File: src/rtl/spi_txn_arbiter.sv
// rtl/spi_txn_arbiter.sv - round-robin arbiter sharing one SPI master among NREQ requesters
// Requester i always addresses slave i; a watchdog aborts frames whose done never arrives.
module spi_txn_arbiter #(
  parameter int NREQ    = 4,
  parameter int TIMEOUT = 1024
) (
  input  logic                clk,
  input  logic                rst,
  input  logic [NREQ-1:0]     req,
  input  logic [16*NREQ-1:0]  req_data,
  input  logic [2*NREQ-1:0]   req_mode,
  output logic [NREQ-1:0]     gnt,
  output logic                rsp_valid,
  output logic [1:0]          rsp_id,
  output logic [15:0]         rsp_data,
  output logic                rsp_err,
  output logic                busy,
  output logic                m_start,
  output logic [15:0]         m_din,
  output logic [1:0]          m_mode,
  output logic [1:0]          m_slave_sel,
  input  logic                m_done,
  input  logic [15:0]         m_dout
);

  localparam int CW = (TIMEOUT > 2) ? $clog2(TIMEOUT) : 1;

  typedef enum logic [1:0] {S_IDLE, S_GRANT, S_WAIT, S_RESP} state_t;

  state_t          state;
  state_t          state_nxt;
  logic [1:0]      ptr;
  logic [1:0]      win;
  logic [1:0]      idx;
  logic            win_found;
  logic [CW-1:0]   wd_cnt;
  logic            wd_expired;

  // Search starts just past the last winner, so the previous grantee is considered last.
  always_comb begin
    win       = ptr;
    win_found = 1'b0;
    idx       = '0;
    for (int k = 1; k <= NREQ; k++) begin
      idx = 2'((int'(ptr) + k) % NREQ);
      if (!win_found && req[idx]) begin
        win       = idx;
        win_found = 1'b1;
      end
    end
  end

  // wd_cnt holds the number of WAIT cycles already spent before the current one.
  assign wd_expired = (wd_cnt == CW'(TIMEOUT - 2));

  always_ff @(posedge clk) begin
    if (rst) begin
      state <= S_IDLE;
    end else begin
      state <= state_nxt;
    end
  end

  always_comb begin
    state_nxt = state;
    case (state)
      S_IDLE:  if (win_found) state_nxt = S_GRANT;
      S_GRANT: state_nxt = S_WAIT;
      S_WAIT:  if (m_done || wd_expired) state_nxt = S_RESP;
      S_RESP:  state_nxt = S_IDLE;
      default: state_nxt = S_IDLE;
    endcase
  end

  always_comb begin
    gnt       = '0;
    m_start   = 1'b0;
    rsp_valid = 1'b0;
    busy      = (state != S_IDLE);
    case (state)
      S_GRANT: begin
        gnt     = NREQ'(1) << m_slave_sel;
        m_start = 1'b1;
      end
      S_RESP:  rsp_valid = 1'b1;
      default: ;
    endcase
  end

  // The master word is captured on entry to GRANT so it is already valid alongside m_start.
  always_ff @(posedge clk) begin
    if (rst) begin
      ptr         <= 2'(NREQ - 1);
      wd_cnt      <= '0;
      m_din       <= '0;
      m_mode      <= '0;
      m_slave_sel <= '0;
      rsp_id      <= '0;
      rsp_data    <= '0;
      rsp_err     <= 1'b0;
    end else begin
      case (state)
        S_IDLE: begin
          if (win_found) begin
            ptr         <= win;
            m_slave_sel <= win;
            m_din       <= req_data[16*int'(win) +: 16];
            m_mode      <= req_mode[2*int'(win) +: 2];
          end
        end
        S_GRANT: wd_cnt <= '0;
        S_WAIT: begin
          if (m_done) begin
            rsp_id   <= m_slave_sel;
            rsp_data <= m_dout;
            rsp_err  <= 1'b0;
          end else if (wd_expired) begin
            rsp_id   <= m_slave_sel;
            rsp_data <= '0;
            rsp_err  <= 1'b1;
          end else begin
            wd_cnt <= wd_cnt + CW'(1);
          end
        end
        default: ;
      endcase
    end
  end

endmodule

File: config.mk
export PLATFORM = sky130hd
export DESIGN_NAME = spi_txn_arbiter
export DESIGN_NICKNAME = d
export VERILOG_FILES = /design/src/rtl/spi_txn_arbiter.sv
export SDC_FILE = /design/constraint.sdc
export NUM_CORES = 1
export LEC_CHECK = 0
export BUFFER_PORTS_ARGS = -buffer_cell sky130_fd_sc_hd__buf_2
export CORE_ASPECT_RATIO = 0.75
export CORE_UTILIZATION = 45
export CTS_CLUSTER_DIAMETER = 50
export DETAILED_ROUTE_END_ITERATION = 16
export HOLD_SLACK_MARGIN = 0.02
export PLACE_DENSITY = 0.8
export SLEW_MARGIN = 15
export SYNTH_ARGS = -nofsm -noshare
export SYNTH_HDL_FRONTEND = slang
export SYNTH_SLANG_ARGS = --single-unit
File: constraint.sdc
create_clock -name clk -period 2.15 [get_ports clk]
set_input_delay 0.43 -clock clk [delete_from_list [all_inputs] [get_ports clk]]
set_output_delay 0.43 -clock clk [all_outputs]
set_load 0.02 [all_outputs]
* Word level (Yosys, flattened, before mapping)
Index checks and enable logic that the tools add are counted.
** Word-level totals
- Input bits :: 95
- Register bits after elaboration :: 53
- Word-level logic and storage cells :: 75
** Cells by class
- Add/subtract/negate cells :: 5
- Shift operators :: 3
- Eq/ne operators :: 8
- Mux-type cells :: 31
- Order comparisons :: 4
- Reduce and logical (&&, ||, !) cells :: 15
** Operators by type and width (count)
- $shiftx 64x7->16 :: 1
- $mux 16 :: 2
- $mux 10 :: 2
- $pmux 10 s2 :: 1
- $mux 2 :: 8
- $lt 2x3->1 const B :: 4
- $mux 1 :: 12
- $add 10x1->10 const B :: 1
- $eq 10x10->1 const B :: 1
- $bmux 1 s2 :: 4
- $ne 2x2->1 const B :: 4
- $pmux 2 s4 :: 1
- $shiftx 8x4->2 :: 1
- $reduce_and 2->1 :: 3
- $reduce_bool 2->1 :: 3
- $add 2x1->2 const B :: 2
- $add 2x2->2 const B :: 2
- $eq 2x2->1 const B :: 2
- $mux 4 :: 1
- $shl 1x2->4 const A :: 1
- $logic_and 1x1->1 :: 3
- $logic_not 1->1 :: 3
- $reduce_and 3->1 :: 1
- $eq 2x1->1 const B :: 1
- other kinds (2) :: 2

* Logic depth before layout (Yosys ltp)
- Depth in word-level cells :: 15
- Mapped depth :: 8
- Mapped depth without buffers :: 7

* Worst setup path before layout
No wires, ideal clock.
- Path kind :: flip-flop to output port
- Start :: register state[1]
- End :: output gnt[0]
- Data required time :: 1.720 ns
- Path slack :: 0.443 ns
- Cell stages (with the launch flop) :: 4
- Data arrival time :: 1.277 ns
- Path through :: dfxtp_1 -> inv_1 -> ha_1 -> nor3b_1
** On the way
- Longest elaborated chain between the ends :: 2
** RTL lines
- from (decl) :: line 30 : state_t state;
- from (signal assigned) :: line 60 : state <= state_nxt;
- $eq 2x1->1 :: line 80 : case (state)
- $mux 4 :: line 80
- to (decl) :: line 12 : output logic [NREQ-1:0] gnt,
Every way passes these cells.

* Worst setup path in the final report
- Start :: register wd_cnt[0]
- End :: register wd_cnt[4]
** On the way
- Longest elaborated chain between the ends :: 4
- Elaborated cells on any way between the ends :: 7
** RTL lines
- from (decl) :: line 36 : logic [CW-1:0] wd_cnt;
- from (signal assigned) :: line 122 : wd_cnt <= wd_cnt + CW'(1);
- $add 10x1->10 :: line 122
- $mux 10 :: line 117 : end else if (wd_expired) begin
- $mux 10 :: line 113 : if (m_done) begin
- $pmux 10 s2 :: line 102 : case (state)
Parallel ways exist; a longest one is shown, timed or not. The select of a mux whose other input is x is not followed.
A chain may end at the register's enable or synchronous reset.

==> flow_metrics.env <==
export IMPL_status="complete, no violations"
export IMPL_first_pass_iters=4
export IMPL_cp_max_fo=7
export IMPL_cts_made_buffers=5
export IMPL_core_um2=5470
export IMPL_final_max_slew_violation_count=0
export IMPL_cp_required_ns=2.37
export IMPL_min_path_cells=3
export IMPL_clock_fmax_mhz=517
export IMPL_drtIter0Drc=113
export IMPL_grt_pass1_vias=2367
export IMPL_worstSetupStartpointType="flip-flop"
export IMPL_ys_async_sr_fraction=0
export IMPL_grt_max_degree=38
export IMPL_yosysSeqAreaShare=0.405
export IMPL_syn_nets=377
export IMPL_relSlewSlack=0.585
export IMPL_drc=0
export IMPL_postRouteAntennaNets=0
export IMPL_synth_warning_count=0
export IMPL_worstPathArrival_ns=2.15
export IMPL_avgSynthCellArea_um2=9.50
export IMPL_grt_pass1_wl_um=10600
export IMPL_viasPerCell=5.28
export IMPL_r2r_start="wd_cnt[0]"
export IMPL_r2r_end="wd_cnt[4]"
export IMPL_synth_seq_cells=53
export IMPL_setup_viol=0
export IMPL_port_buffers=140
export IMPL_nNetsFinal=514
export IMPL_tns_ns=0
export IMPL_clock_sinks=53
export IMPL_place_congestion=0.877
export IMPL_p_sw_w=0.00163
export IMPL_final_core_util=0.629
export IMPL_powerDensity_nw_per_um2=1120
export IMPL_internal_power_w=0.00222
export IMPL_ir_worst_vdd_v=0.000434
export IMPL_area_growth_pct=31.2
export IMPL_seqPwrFrac=0.378
export IMPL_cts_tree="done"
export IMPL_leakagePower_nw=1.72
export IMPL_dieArea_um2=6140
export IMPL_syn_cell_area_um2=2620
export IMPL_start_util=0.479
export IMPL_clock_skew_ns=0.00848
export IMPL_worst_hold_path_endpoint="rsp_data[6]"
export IMPL_clkLatencyLatePin_ns=0.30
export IMPL_antenna_diode_count=0
export IMPL_die_w_um=90.1
export IMPL_worst_pin_slew_ns=0.622
export IMPL_die_h_um=68.1
export IMPL_synth_edf_count=0
export IMPL_syn_inst=276
export IMPL_reg2reg_slack_ns=0.22
export IMPL_hpwl_um=5370
export IMPL_ios=141
export IMPL_clk_path_buf_depth=2
export IMPL_cp_end_kind="flip-flop"
export IMPL_wirelength_um=6950
export IMPL_min_delay_start="m_dout[6]"
export IMPL_grt_total_usage=0.217
export IMPL_antenna_found_initial=0
export IMPL_hold_buffers=0
export IMPL_max_cap_violations=0
export IMPL_htreeDepth=2
export IMPL_post_cts_resized=0
export IMPL_postCtsSetupBuffers=0
export IMPL_cts_root_buf="clkbuf_8"
export IMPL_routedWlPerCell_um=14.2
export IMPL_grt_setup_unrepaired="no"
export IMPL_hold_viol_final=0
export IMPL_comb_power_share=0.479
export IMPL_clkTransAtPathRegs_ns=0.10
export IMPL_ys_types=50
export IMPL_drive_above_1_share=0.389
export IMPL_overflow=0
export IMPL_power_frac_clock=0.144
export IMPL_reg2reg_depth=7
export IMPL_std_cell_rows=23
export IMPL_min_delay_path_class="primary input to flip-flop"
export IMPL_critPathKind="flip-flop to flip-flop"
export IMPL_synthFlopType="dfxtp_1"
export IMPL_vias=2583
export IMPL_hold_ws_ns=0.361
export IMPL_period_share=0.899
export IMPL_swShare=0.424
export IMPL_layout_min_cycle_time_ns=1.93
-- routing by layer --
metal / share of wire / vias to the layer above / routed length, um / GRT usage
met5: 0 / - / 0 / 0
met3: 0.066 / 8 / 457 / 0.0644
met2: 0.47 / 89 / 3240 / 0.364
li1: - / 1288 / - / -
met1: 0.46 / 1198 / 3160 / 0.277
met4: 0.013 / 0 / 92 / 0.0565
-- area by class of cell --
class	instances	area, um^2
clock buffer	6	72.6
clock inverter	2	13.8
fill	489	2030
inverter	8	30.0
multi-input combinational	202	1430
sequential	53	1060
tap	75	93.8
timing repair buffer	143	736
-- metrics by stage --
| stage | setup slack (ns) | instances | cell area (um^2) | power [W] |
|---|---|---|---|---|
| floorplan | 0.443 | 276 | 2620 | 0.00281 |
| global placement | 0.191 | 481 | 3350 | 0.00326 |
| detailed placement | 0.147 | 481 | 3350 | 0.00331 |
| CTS | 0.242 | 489 | 3440 | 0.00387 |
| global route | 0.0861 | 489 | 3440 | 0.00409 |
| finish | 0.217 | 489 | 3440 | 0.00385 |
-- placed cells by master, fill, tap and decap left out, types with 3 or more instances in the layout --
master	netlist	routed
a21oi_1	5	5
ha_1	6	6
o221ai_1	18	18
o21ai_0	4	4
nand2_2	3	3
clkbuf_8	0	5
dfxtp_1	53	53
buf_2	4	140
nand2b_1	3	3
nor2_1	34	34
nand3_1	5	5
a22oi_1	16	16
mux2i_1	40	40
nand4_1	4	4
nand2_1	28	28
inv_1	8	8
-- cell usage after synthesis, drive strengths merged (2+ instances only) --
cell type / instances / area (um^2)
inv: 8 / 30.0
a21oi: 6 / 33.8
nand2: 31 / 124
a22oi: 16 / 120
clkbuf: 4 / 15.0
xor2: 2 / 17.5
dfxtp: 53 / 1060
ha: 6 / 75.1
o21ai: 7 / 38.8
a21o: 2 / 15.0
and2: 3 / 20.0
mux2i: 40 / 400
nand4: 4 / 25.0
nand2b: 3 / 18.8
nor2: 35 / 139
o221ai: 18 / 158
nand3: 5 / 25.0
buf: 9 / 95.1
nor4: 3 / 25.0
-- registers in the layout, indices dropped and copies added, names as in the netlist --
signal,cells
rsp_err,1
m_din,16
m_slave_sel,2
m_mode,2
rsp_data,16
ptr,2
state,2
wd_cnt,10
rsp_id,2
-- critical path, cell delays in order (launching register included) --
cell and delay (ns):
dfxtp_1 0.42, inv_1 0.09, ha_1 0.21, nand4_1 0.19
o311a_1 0.38, nand2_1 0.16, or3_1 0.33, o211ai_1 0.08
-- power by group through the flow --
stage	Combinational, W	Sequential, W	Clock [W]
2_1_floorplan	0.00109	0.00172	0
5_1_grt	0.00199	0.00149	0.000610
3_5_place_dp	0.00185	0.00147	0
6_report	0.00184	0.00145	0.000553
4_1_cts	0.00185	0.00145	0.000571
3_3_place_gp	0.00179	0.00146	0
-- worst max path at each step --
stage                    from         to  slack [ns]  cells after the start
floorplan            state[1]     gnt[0]        0.44                      3
global placement       req[3]   m_din[4]        0.19                      7
detailed placement     req[3]  m_din[13]        0.15                      7
CTS                 wd_cnt[0]  wd_cnt[4]        0.24                      7
global route        wd_cnt[0]  wd_cnt[4]        0.09                      7
finish              wd_cnt[0]  wd_cnt[4]        0.22                      7
-- kinds of logic (layout without fill, tap and decap cells) --
group | count (synthesis) | after routing | share of synthesized area
DFF | 53 | 53 | 0.405
muxes | 40 | 40 | 0.153
xor gates and xnor gates | 3 | 3 | 0.0100
buffers and inverters | 21 | 159 | 0.0535
adders and majority gates | 6 | 6 | 0.0286
and+or+nand+nor | 93 | 93 | 0.168
AOI/OAI and AO/OA | 60 | 60 | 0.183
(Power assumes the default switching activity.)
